===== src/rtl/cdm16_err_accum.sv =====
// cdm16_err_accum: on-chip accuracy statistics for the cdm16 approximate
// 16x16 multiplier. Each accepted sample (a, b, r) has its exact product
// P = a*b recomputed and its error distance ED = |P - r| accumulated. A run
// ends after N_SAMPLES accepts.
//
// Ports:
//   clk, rst        rising-edge clock, async active-high reset
//   start           pulse; clears statistics and starts a run (IDLE/DONE only)
//   in_valid/ready  sample handshake; a, b (unsigned operands), r (approx product)
//   busy            run in progress (RUN or DRAIN)
//   done            run complete, statistics final
//   sample_cnt      samples accumulated
//   err_cnt         samples with ED != 0
//   ed_sum          saturating sum of ED
//   ed_max          largest ED seen
//   sum_ovf         sticky flag, ed_sum saturated during this run
module cdm16_err_accum #(
  parameter int N_SAMPLES = 1000000,
  parameter int CNT_W     = 20,
  parameter int SUM_W     = 52
) (
  input  logic             clk,
  input  logic             rst,
  input  logic             start,
  input  logic             in_valid,
  output logic             in_ready,
  input  logic [15:0]      a,
  input  logic [15:0]      b,
  input  logic [31:0]      r,
  output logic             busy,
  output logic             done,
  output logic [CNT_W-1:0] sample_cnt,
  output logic [CNT_W-1:0] err_cnt,
  output logic [SUM_W-1:0] ed_sum,
  output logic [31:0]      ed_max,
  output logic             sum_ovf
);

  localparam int STAGES = 2;
  localparam logic [CNT_W-1:0] LAST    = CNT_W'(N_SAMPLES - 1);
  localparam logic [SUM_W-1:0] SUM_MAX = '1;

  typedef enum logic [1:0] {IDLE, RUN, DRAIN, DONE} state_t;

  state_t           state;
  logic [CNT_W-1:0] acc_cnt;
  logic             drain_cnt;
  logic [STAGES:1]  vld_pipe;
  logic [15:0]      a_q, b_q;
  logic [31:0]      r_q, ed_q;
  logic [31:0]      prod, ed_c;
  logic [SUM_W:0]   sum_ext;
  logic             accept, clr;

  assign accept  = in_valid & in_ready;
  assign clr     = start & ((state == IDLE) | (state == DONE));
  assign prod    = 32'(a_q) * 32'(b_q);
  // Magnitude of the difference without wrap, whichever side is larger.
  assign ed_c    = (prod >= r_q) ? (prod - r_q) : (r_q - prod);
  // One extra bit catches the carry out that signals saturation.
  assign sum_ext = {1'b0, ed_sum} + (SUM_W+1)'(ed_q);

  // Stage 1 captures the sample, stage 2 holds the error distance.
  always_ff @(posedge clk or posedge rst) begin
    if (rst) begin
      vld_pipe <= '0;
      a_q      <= '0;
      b_q      <= '0;
      r_q      <= '0;
      ed_q     <= '0;
    end else begin
      vld_pipe <= {vld_pipe[STAGES-1:1], accept};
      if (accept) begin
        a_q <= a;
        b_q <= b;
        r_q <= r;
      end
      if (vld_pipe[1]) ed_q <= ed_c;
    end
  end

  // Statistics. The pipeline is always empty when start is honoured
  // (IDLE after reset, DONE after the drain), so clear never races an update.
  always_ff @(posedge clk or posedge rst) begin
    if (rst) begin
      sample_cnt <= '0;
      err_cnt    <= '0;
      ed_sum     <= '0;
      ed_max     <= '0;
      sum_ovf    <= 1'b0;
    end else if (clr) begin
      sample_cnt <= '0;
      err_cnt    <= '0;
      ed_sum     <= '0;
      ed_max     <= '0;
      sum_ovf    <= 1'b0;
    end else if (vld_pipe[STAGES]) begin
      sample_cnt <= sample_cnt + CNT_W'(1);
      if (ed_q != '0) err_cnt <= err_cnt + CNT_W'(1);
      if (sum_ext[SUM_W]) begin
        ed_sum  <= SUM_MAX;
        sum_ovf <= 1'b1;
      end else begin
        ed_sum  <= sum_ext[SUM_W-1:0];
      end
      if (ed_q > ed_max) ed_max <= ed_q;
    end
  end

  // Run control with registered handshake/status outputs.
  always_ff @(posedge clk or posedge rst) begin
    if (rst) begin
      state     <= IDLE;
      acc_cnt   <= '0;
      drain_cnt <= 1'b0;
      in_ready  <= 1'b0;
      busy      <= 1'b0;
      done      <= 1'b0;
    end else begin
      case (state)
        IDLE, DONE: if (start) begin
          state    <= RUN;
          acc_cnt  <= '0;
          in_ready <= 1'b1;
          busy     <= 1'b1;
          done     <= 1'b0;
        end
        RUN: if (accept) begin
          acc_cnt <= acc_cnt + CNT_W'(1);
          if (acc_cnt == LAST) begin
            state     <= DRAIN;
            in_ready  <= 1'b0;
            drain_cnt <= 1'b0;
          end
        end
        // Two cycles: one per pipeline stage still holding the last sample.
        DRAIN: begin
          drain_cnt <= 1'b1;
          if (drain_cnt) begin
            state <= DONE;
            busy  <= 1'b0;
            done  <= 1'b1;
          end
        end
        default: state <= IDLE;
      endcase
    end
  end

endmodule


===== config.mk =====
export PLATFORM = sky130hd
export DESIGN_NAME = cdm16_err_accum
export DESIGN_NICKNAME = d
export VERILOG_FILES = /design/src/rtl/cdm16_err_accum.sv
export SDC_FILE = /design/constraint.sdc
export NUM_CORES = 1
export LEC_CHECK = 0
export CORE_UTILIZATION = 30
export CTS_CLUSTER_DIAMETER = 100
export DETAILED_ROUTE_END_ITERATION = 6
export PLACE_DENSITY = 0.56
export SKIP_LAST_GASP = 1
export SYNTH_ARGS = -nofsm -noshare
export SYNTH_HDL_FRONTEND = slang
export SYNTH_SLANG_ARGS = --single-unit

===== constraint.sdc =====
create_clock -name clk -period 7.75 [get_ports clk]
set_input_delay 1.55 -clock clk [delete_from_list [all_inputs] [get_ports clk]]
set_output_delay 1.55 -clock clk [all_outputs]
set_load 0.01 [all_outputs]

## Word-level counts from Yosys, hierarchy flattened

Cells that the tools add are included.

- Output and inout port bits: 128
- Memory bits (read-only): 0
- RAM bits: 0
- Register bits: 249
- Memories: 0
- Latch bits: 0
- Input port bits: 68

- Equality and inequality tests: 8
- $add $sub $neg: 6
- Multipliers: 1
- Shift-type cells: 0
- Div/mod/pow operators: 0
- Bitwise logic cells: 3
- Mux-type cells: 33
- Magnitude comparators: 2
- Reduce and logical (&&, ||, !) cells: 18

Operators by type and width:

| cell | count |
|---|---|
| two-way mux 52 bit | 3 |
| two-way mux 20 bit | 7 |
| two-way mux 32 bit | 4 |
| subtractor 32 bit | 2 |
| adder 20 x 1 -> 20 bit, second input constant | 3 |
| adder 52 x 32 -> 53 bit | 1 |
| case mux 20 bit (2 select lines) | 1 |
| greater-or-equal comparator 32 bit | 1 |
| greater-than comparator 32 bit | 1 |
| multiplier 16 x 16 -> 32 bit | 1 |
| nonzero test 32 bit | 1 |
| equality test 20 bit, second input constant | 1 |
| nonzero test 2 bit | 7 |
| two-way mux 1 bit | 9 |
| AND reduction 3 bit | 3 |
| two-way mux 2 bit | 4 |
| inequality test 2 bit, second input constant | 4 |
| case mux 1 bit (2 select lines) | 4 |
| AND reduction 4 bit | 2 |
| case mux 2 bit (3 select lines) | 1 |
| AND reduction 2 bit | 3 |
| equality test 2 bit, second input constant | 2 |
| bitwise AND 1 bit | 2 |
| equality test 2 x 1 -> 1 bit, second input constant | 1 |
| 3 further kinds | 3 |

## Depth between registers and ports, before layout

Gate-level depths: netlist of run 1.

- Depth in word-level cells: 5
- Gate-level depth with buffers: 39
- Mapped depth without buffers: 35

## Least setup slack after synthesis of run 1

OpenSTA, ideal clock, no wires.

- Kind: register to register
- From: reg b_q[9]
- To: reg ed_q[2]
- Period minus slack after synthesis: 8459 ps
- Stages on the path, launching flop included: 37
- Setup time: 125 ps
- Arrival: 8335 ps
- Slack: -709 ps
- Data required time: 7625 ps
- Path through: dfrtp_1 clkbuf_1 clkbuf_1 nand2_1 fa_1 inv_1 fa_1 fa_1 fa_1 fa_1 inv_1 fa_1 inv_1 ha_1 clkbuf_1 a21o_1 a21oi_1 nand2_1 a21oi_1 a311o_1 a31oi_1 a211oi_2 o21ai_1 a21o_1 xor2_1 ha_1 clkbuf_1 and3_1 a221o_1 a21oi_1 o41ai_2 nor2_2 buf_6 buf_6 mux2i_1 xnor2_1 mux2_2

- Cells in the longest elaborated chain, start to end: 3

RTL lines:

| what | line | source |
|---|---|---|
| start: declaration | 49 | `logic [15:0] a_q, b_q;` |
| start signal: assignment | 68 | `b_q <= '0;` |
| start signal: assignment | 75 | `b_q <= b;` |
| multiplier 16 x 16 -> 32 bit | 57 | `assign prod = 32'(a_q) * 32'(b_q);` |
| greater-or-equal comparator 32 bit | 59 | `assign ed_c = (prod >= r_q) ? (prod - r_q) : (r_q - prod);` |
| two-way mux 32 bit | 59 |  |
| end signal: assignment | 70 | `ed_q <= '0;` |
| end signal: assignment | 78 | `if (vld_pipe[1]) ed_q <= ed_c;` |
| end: declaration | 50 | `logic [31:0] r_q, ed_q;` |

No other way between the ends.
A chain may end at the register's enable or synchronous reset.

## Worst setup path after layout of run 1

- From: reg a_q[4]
- To: reg ed_q[22]

- Cells in the longest elaborated chain, start to end: 3
- Elaborated cells between the ends (all ways): 5

RTL lines:

| what | line | source |
|---|---|---|
| start: declaration | 49 |  |
| start signal: assignment | 67 | `a_q <= '0;` |
| start signal: assignment | 74 | `a_q <= a;` |
| multiplier 16 x 16 -> 32 bit (*) | 57 |  |
| subtractor 32 bit or greater-or-equal comparator 32 bit (tied branches) | 59 |  |
| two-way mux 32 bit (*) | 59 |  |

Mark *: on every way between the ends. The rest lies on a longest branch, timed or not.

==> results of run 1 <==
[kinds of logic (layout without fill, tap and decap cells)]
group,after synthesis,count (layout)
buf+inv,494,885
fa+ha+maj,435,435
simple gates,803,803
compound gates,582,582
flops,249,249
mux,72,72
xor+xnor,146,146
[flip-flops by register name, summed over array words and instances, names as in the netlist, 2 cells and up]
| register | flops |
|---|---|
| r_q | 32 |
| state | 2 |
| err_cnt | 20 |
| ed_sum | 52 |
| b_q | 16 |
| vld_pipe | 2 |
| ed_max | 32 |
| acc_cnt | 20 |
| sample_cnt | 20 |
| a_q | 16 |
| ed_q | 32 |
[final timing paths]
kind	from	endpoint	slack, ns	depth (start not counted)
min reg2reg	sum_ovf$_DFFE_PP0P_	sum_ovf$_DFFE_PP0P_	0.47	2
max in group asynchronous	rst	vld_pipe[1]$_DFF_PP0_	4.92	3
min	sum_ovf$_DFFE_PP0P_	sum_ovf$_DFFE_PP0P_	0.47	2
max	a_q[4]$_DFFE_PP0P_	ed_q[22]$_DFFE_PP0P_	-0.41	33
max reg2reg	a_q[4]$_DFFE_PP0P_	ed_q[22]$_DFFE_PP0P_	-0.41	33
min in group asynchronous	rst	a_q[14]$_DFFE_PP0P_	1.53	2
[per-stage QoR]
step | cells | hold slack (ns)
finish | 4242 | 0.475
global route | 4242 | 0.509
CTS | 4233 | 0.479
detailed placement | 4152 | 0.465
global placement | 4152 | 0.458
floorplan | 2781 | 0.352
[layout make-up]
cell class	count	share of cell area
multi-input cells	2038	0.547
clock inverters	18	0.00592
clock buffers	46	0.0316
inverters	373	0.0449
repair buffers	448	0.128
flip-flops and latches	249	0.200
well taps	1070	0.0428
[cell usage in the layout, fill, tap and decap left out, drive strengths merged, types with 7 or more instances in the layout]
cell type,n
mux2,37
nand4,30
a22o,28
and2,130
o21bai,9
nand3,61
a21oi,166
buf,252
clkinv,13
mux2i,35
nor4,14
and3,36
nor2b,16
a221o,8
a21o,88
a31oi,11
clkdlybuf4s50,195
nand2b,11
a211oi,15
o21ai,159
ha,238
dfrtp,249
o211ai,21
xnor2,63
or3,13
xor2,83
clkbuf,47
nor2,162
o21a,11
inv,375
o31ai,7
nor3,24
nand2,281
fa,197
[critical path, delay by kind of cell, from the launching register on]
kind                       cells  cell delay (ns)
adders and majority gates      8             3.30
AOI/OAI and AO/OA             13             2.49
and+or+nand+nor                3             0.59
buffers and inverters          6             0.58
DFF                            1             0.47
xor gates and xnor gates       2             0.35
muxes                          1             0.24
[metal layers]
metal / vias to the layer above / GRT usage / part of all wire
li1: 10000 / - / -
met5: - / 0 / 0
met4: 0 / 0.0384 / 0.020
met3: 68 / 0.0214 / 0.037
met1: 9751 / 0.225 / 0.47
met2: 330 / 0.275 / 0.47
[repair_timing]
item | in CTS | in global routing
hold endpoints to repair | 0 | 0
gates cloned | 2 | 1
hold buffers | 0 | 0
pin swaps | 24 | 46
setup endpoints to repair | 31 | 31
setup buffers | 15 | 8
resized for setup | 52 | 61
==> results by group, run 1 <==
Route
  • Pre-antenna DRT Iters: 5
  • Total Routed Length: 69.0 mm
  • Via Count: 20,200
  • Initial detailed-routing violation count: 965
  • Final ANT Viol Nets: 0
  • Vias/cell: 4.75
  • WL per Instance: 16.3 µm
  • # DRC: 0

Cells and area
  • Finished Core Util: 0.382
  • Fill count: 8,301
  • Layout cell share with drive strength beyond 1: 0.159
  • Reg area: 6250 µm²
  • Area of the multi-input gates: 17,100 µm²
  • ANT cells: 0
  • Area Overhead vs Synth: 26.3%
  • Finished Cell Area: 31,300 µm²
  • Post-layout nets: 3,649

Worst setup path
  • Data arrival, critical path: 8.58 ns
  • Critical path startpoint category: register
  • Crit path max-delay cell type: fa_2
  • CP peak stage delay: 0.54 ns
  • WP data required: 8.17 ns
  • CP Class: reg2reg
  • Crit path top cell by count: fa_1
  • Worst setup EP type: register
  • Critical path fanouts, max: 10

Floorplan
  • Io pins: 196
  • CORE AREA: 81,800 µm²
  • Num rows: 105
  • Initial Utilization: 0.303
  • Die Span Y: 289 µm
  • Die area: 83,700 µm²
  • Die W: 289 µm

CTS
  • Root Buffer: clkbuf_16
  • Clock latency on the worst-skew pair: 0.57 ns
  • H-Tree Level Count: 2
  • CTS tree: built
  • Clk sinks: 249
  • Worst-path clk slew: 0.06 ns
  • Number of CTS-inserted buffers: 36
  • CTS max path bufs: 3

GRT
  • GRT Total Usage: 0.165
  • Vias in the first global route: 20,300
  • Largest net degree at the start of global routing: 141
  • First-pass GRT wire length: 111 mm
  • Total grt overflow: 0
  • Initial antenna violation count: 0

Logic synthesis
  • Top-area cell type share of the netlist area: 0.252
  • Compound-gate portion of the synthesized area: 0.152
  • Post-synth EDFFs: 0
  • Post-Syn Instances: 2,781
  • Avg Cell Area, Syn: 8.91 µm²
  • Async SR Flop Fraction: 1.00
  • YS warnings: 0
  • Post-synth top cells: 372 x inv_1, 280 x nand2_1, 249 x dfrtp_1, 238 x ha_1, 197 x fa_1
  • Main combinational cell family by area after synthesis: adder cells
  • Synth Area in XOR/XNOR: 0.0516
  • #FFs+latches synth: 249
  • Synth Area in Simple Gates: 0.156
  • Area leader, netlist: dfrtp_1
  • Post-Synth Adder-Cell Area: 0.279
  • Post-Syn Area: 24,800 µm²
  • Syn_nets: 3,284
  • Count of cell types in the netlist: 86
  • Synth Flop Type: dfrtp_1
  • Count leader, synth: inv_1
  • Ranking of synthesized cells by area: dfrtp_1 25%, fa_1 16%, ha_1 12%, inv_1 5.6%, nand2_1 4.2%
  • Register area share after synthesis: 0.252
  • Mux share of post-synthesis cell area: 0.0310

Placed design
  • Post-place instance area: 29,400 µm²
  • Post-DP HPWL: 54.9 mm
  • IO Port Bufs: 195
  • GPL Wtd Cong: 0.894
  • Pre-CTS setup slack: -0.585 ns

STA
  • RSZ-0062 raised after global routing: true
  • Setup TNS: -10.03 ns
  • Relative slew margins: 0.242
  • Final Hold Fails: 0
  • Final slew viol count: 0
  • Fmax achieved: 123 MHz
  • Slew @ Worst Pin: 1.14 ns
  • Setup WS post-layout: -0.412 ns
  • Endpoints failing setup: 31
  • Worst-case clock skew: 0.0196 ns
  • Crit path time final: 8.16 ns
  • Period utilization: 1.05

Status
  • Failing checks: negative setup slack
  • Outcome: complete, but fails checks

Min path
  • Min-delay worst type: reg2reg

Flow run
  • Maxcap violations: 0
Power of run 1 is left out: the tool's default activity adds up to more than one toggle a clock period on the data nets, which glitch-free logic cannot reach.
==> inputs of run 2 (changes only) <==
--- a/config.mk
+++ b/config.mk
@@ -5,6 +5,7 @@
 export SDC_FILE = /design/constraint.sdc
 export NUM_CORES = 1
 export LEC_CHECK = 0
+export ABC_CLOCK_PERIOD_IN_PS = 7750
 export CORE_UTILIZATION = 30
 export CTS_CLUSTER_DIAMETER = 100
 export DETAILED_ROUTE_END_ITERATION = 6
==> results of run 2 <==
Final layout, timing and power as in run 1 (identical DEF).
Power of run 2 is left out for the same reason.
==> inputs of run 3 (changes only) <==
--- a/config.mk
+++ b/config.mk
@@ -6,6 +6,7 @@
 export NUM_CORES = 1
 export LEC_CHECK = 0
 export ABC_CLOCK_PERIOD_IN_PS = 7750
+export CORE_ASPECT_RATIO = 2
 export CORE_UTILIZATION = 30
 export CTS_CLUSTER_DIAMETER = 100
 export DETAILED_ROUTE_END_ITERATION = 6
@@ -14,3 +15,4 @@
 export SYNTH_ARGS = -nofsm -noshare
 export SYNTH_HDL_FRONTEND = slang
 export SYNTH_SLANG_ARGS = --single-unit
+export TNS_END_PERCENT = 20
==> run 3 against run 2 <==
  * The flow still finishes with violations (negative setup slack)
  * Global-route usage is 1.8 points higher
  * Critical path depth is 1 higher
  * Worst setup slack worse by 0.15 ns
  * Via count is 3.5% higher
==> results by group, run 3 (synthesis results as in run 1) <==
STA
  • Fmax achieved: 120 MHz
  • Final Hold Fails: 0
  • Crit path time final: 8.31 ns
  • RSZ-0062 raised after global routing: true
  • Slew @ Worst Pin: 0.929 ns
  • Endpoints failing setup: 31
  • Final slew viol count: 0
  • Period utilization: 1.07
  • Relative slew margins: 0.381
  • Setup WS post-layout: -0.560 ns
  • Worst-case clock skew: 0.0259 ns

Floorplan
  • CORE AREA: 81,500 µm²
  • Io pins: 196
  • Initial Utilization: 0.304
  • Num rows: 148
  • Die Span Y: 408 µm
  • Die area: 83,800 µm²
  • Die W: 205 µm

Placed design
  • Post-DP HPWL: 63.1 mm
  • Pre-CTS setup slack: -0.905 ns
  • IO Port Bufs: 195
  • GPL Wtd Cong: 0.927

CTS
  • Worst-path clk slew: 0.06 ns
  • H-Tree Level Count: 1
  • Number of CTS-inserted buffers: 28
  • Root Buffer: clkbuf_16
  • Clk sinks: 249
  • CTS Hold Buffers Added: 0
  • CTS max path bufs: 3
  • CTS tree: built
  • Clock latency on the worst-skew pair: 0.60 ns

Route
  • Pre-antenna DRT Iters: 5
  • Via Count: 20,900
  • # DRC: 0
  • Initial detailed-routing violation count: 890
  • Final ANT Viol Nets: 0
  • Total Routed Length: 76.5 mm
  • WL per Instance: 18.1 µm
  • Vias/cell: 4.93

GRT
  • Initial antenna violation count: 2
  • Vias in the first global route: 22,200
  • Total grt overflow: 0
  • First-pass GRT wire length: 119 mm
  • Largest net degree at the start of global routing: 124
  • GRT Total Usage: 0.183

Worst setup path
  • R2R Setup Slk: -0.56 ns
  • Setup crit end: ed_q[20]$_DFFE_PP0P_
  • CP peak stage delay: 0.52 ns
  • Critical path fanouts, max: 6
  • WP data required: 8.23 ns
  • Crit path top cell by count: fa_1
  • Critical path startpoint category: register
  • Beginning of the critical path: a_q[4]$_DFFE_PP0P_
  • Data arrival, critical path: 8.79 ns
  • FF-to-FF path depth: 34
  • Worst setup EP type: register
  • Worst r2r src: a_q[4]$_DFFE_PP0P_
  • Crit path max-delay cell type: fa_1
  • CP Class: reg2reg
  • FF-to-FF End: ed_q[20]$_DFFE_PP0P_

Min path
  • Min-delay worst type: reg2reg

Cells and area
  • Reg area: 6250 µm²
  • Layout cell share with drive strength beyond 1: 0.147
  • Leading cell type in the layout, fill and taps excluded: inv_1
  • Area of the multi-input gates: 16,900 µm²
  • Max reg flops: 52
  • Post-layout nets: 3,668
  • Largest Register: ed_sum
  • Area Overhead vs Synth: 25.2%
  • Commonest non-fill, non-tap cells in the layout: 363 x inv_1, 278 x nand2_1, 265 x buf_4
  • Fill count: 8,409

Status
  • Outcome: complete, but fails checks
  • Failing checks: negative setup slack

Flow run
  • Maxcap violations: 0
## run 3: cell types whose count changed in the layout (fill, tap and decap cells not counted), moves of 6 or more
cell / before / now
a21oi_1: 148 / 155
a21oi_2: 18 / 11
buf_4: 232 / 265
buf_6: 14 / 5
clkbuf_16: 37 / 28
dfrtp_1: 230 / 237
dfrtp_2: 19 / 12
ha_1: 224 / 230
ha_4: 10 / 4
inv_1: 356 / 363
inv_2: 15 / 8
## run 3: metal layers
layer / share of wire / global-route usage / vias to the layer above
met5: 0.00017 / 0 / -
met4: 0.049 / 0.0866 / 2
met3: 0.039 / 0.0246 / 181
met2: 0.56 / 0.365 / 453
met1: 0.35 / 0.179 / 10200
li1: - / - / 10000
## run 3: worst min-delay path by stage
stage,startpoint,to,depth (start not counted)
6_report,sum_ovf$_DFFE_PP0P_,sum_ovf$_DFFE_PP0P_,2
4_1_cts,sum_ovf$_DFFE_PP0P_,sum_ovf$_DFFE_PP0P_,2
5_1_grt,acc_cnt[0]$_DFFE_PP0P_,acc_cnt[0]$_DFFE_PP0P_,1
3_5_place_dp,sum_ovf$_DFFE_PP0P_,sum_ovf$_DFFE_PP0P_,2
3_3_place_gp,sum_ovf$_DFFE_PP0P_,sum_ovf$_DFFE_PP0P_,2
2_1_floorplan,vld_pipe[1]$_DFF_PP0_,vld_pipe[2]$_DFF_PP0_,0
## run 3: area by class of cell
class	instances	area share
Timing Repair Buffer	475	0.135
Multi-Input combinational cell	2038	0.545
Inverter	373	0.0453
Tap cell	1050	0.0424
Antenna cell	1	0.0000807
Clock inverter	14	0.00637
Sequential cell	249	0.201
Clock buffer	33	0.0238
## run 3: through the flow
| step | cells | cell area, µm² | hold WS (ns) | setup TNS, ns | util |
|---|---|---|---|---|---|
| 3_3_place_gp | 4171 | 29700 | 0.481 | -19.59 | 0.365 |
| 6_report | 4233 | 31000 | 0.496 | -13.45 | 0.381 |
| 2_1_floorplan | 2781 | 25100 | 0.352 | -3.55 | - |
| 5_1_grt | 4233 | 31000 | 0.519 | -23.35 | 0.381 |
| 4_1_cts | 4232 | 31000 | 0.500 | -15.57 | 0.380 |
| 3_5_place_dp | 4171 | 29700 | 0.484 | -22.60 | 0.365 |
## run 3: critical path, delay by kind of cell, from the launching register on
family / cells / cell delay (ns)
and+or+nand+nor: 4 / 0.85
muxes: 2 / 0.48
adders and majority gates: 8 / 3.23
AOI/OAI and AO/OA: 12 / 2.44
buffers and inverters: 6 / 0.47
xor gates and xnor gates: 2 / 0.28
DFF: 1 / 0.47
## run 3: repair_timing
| action | CTS | global route |
|---|---|---|
| setup buffers | 13 | 1 |
| gates resized for setup | 43 | 19 |
| setup endpoints to repair | 31 | 31 |
| pin swaps | 39 | 12 |
| cloned | 2 | 0 |
Power of run 3 is left out for the same reason.
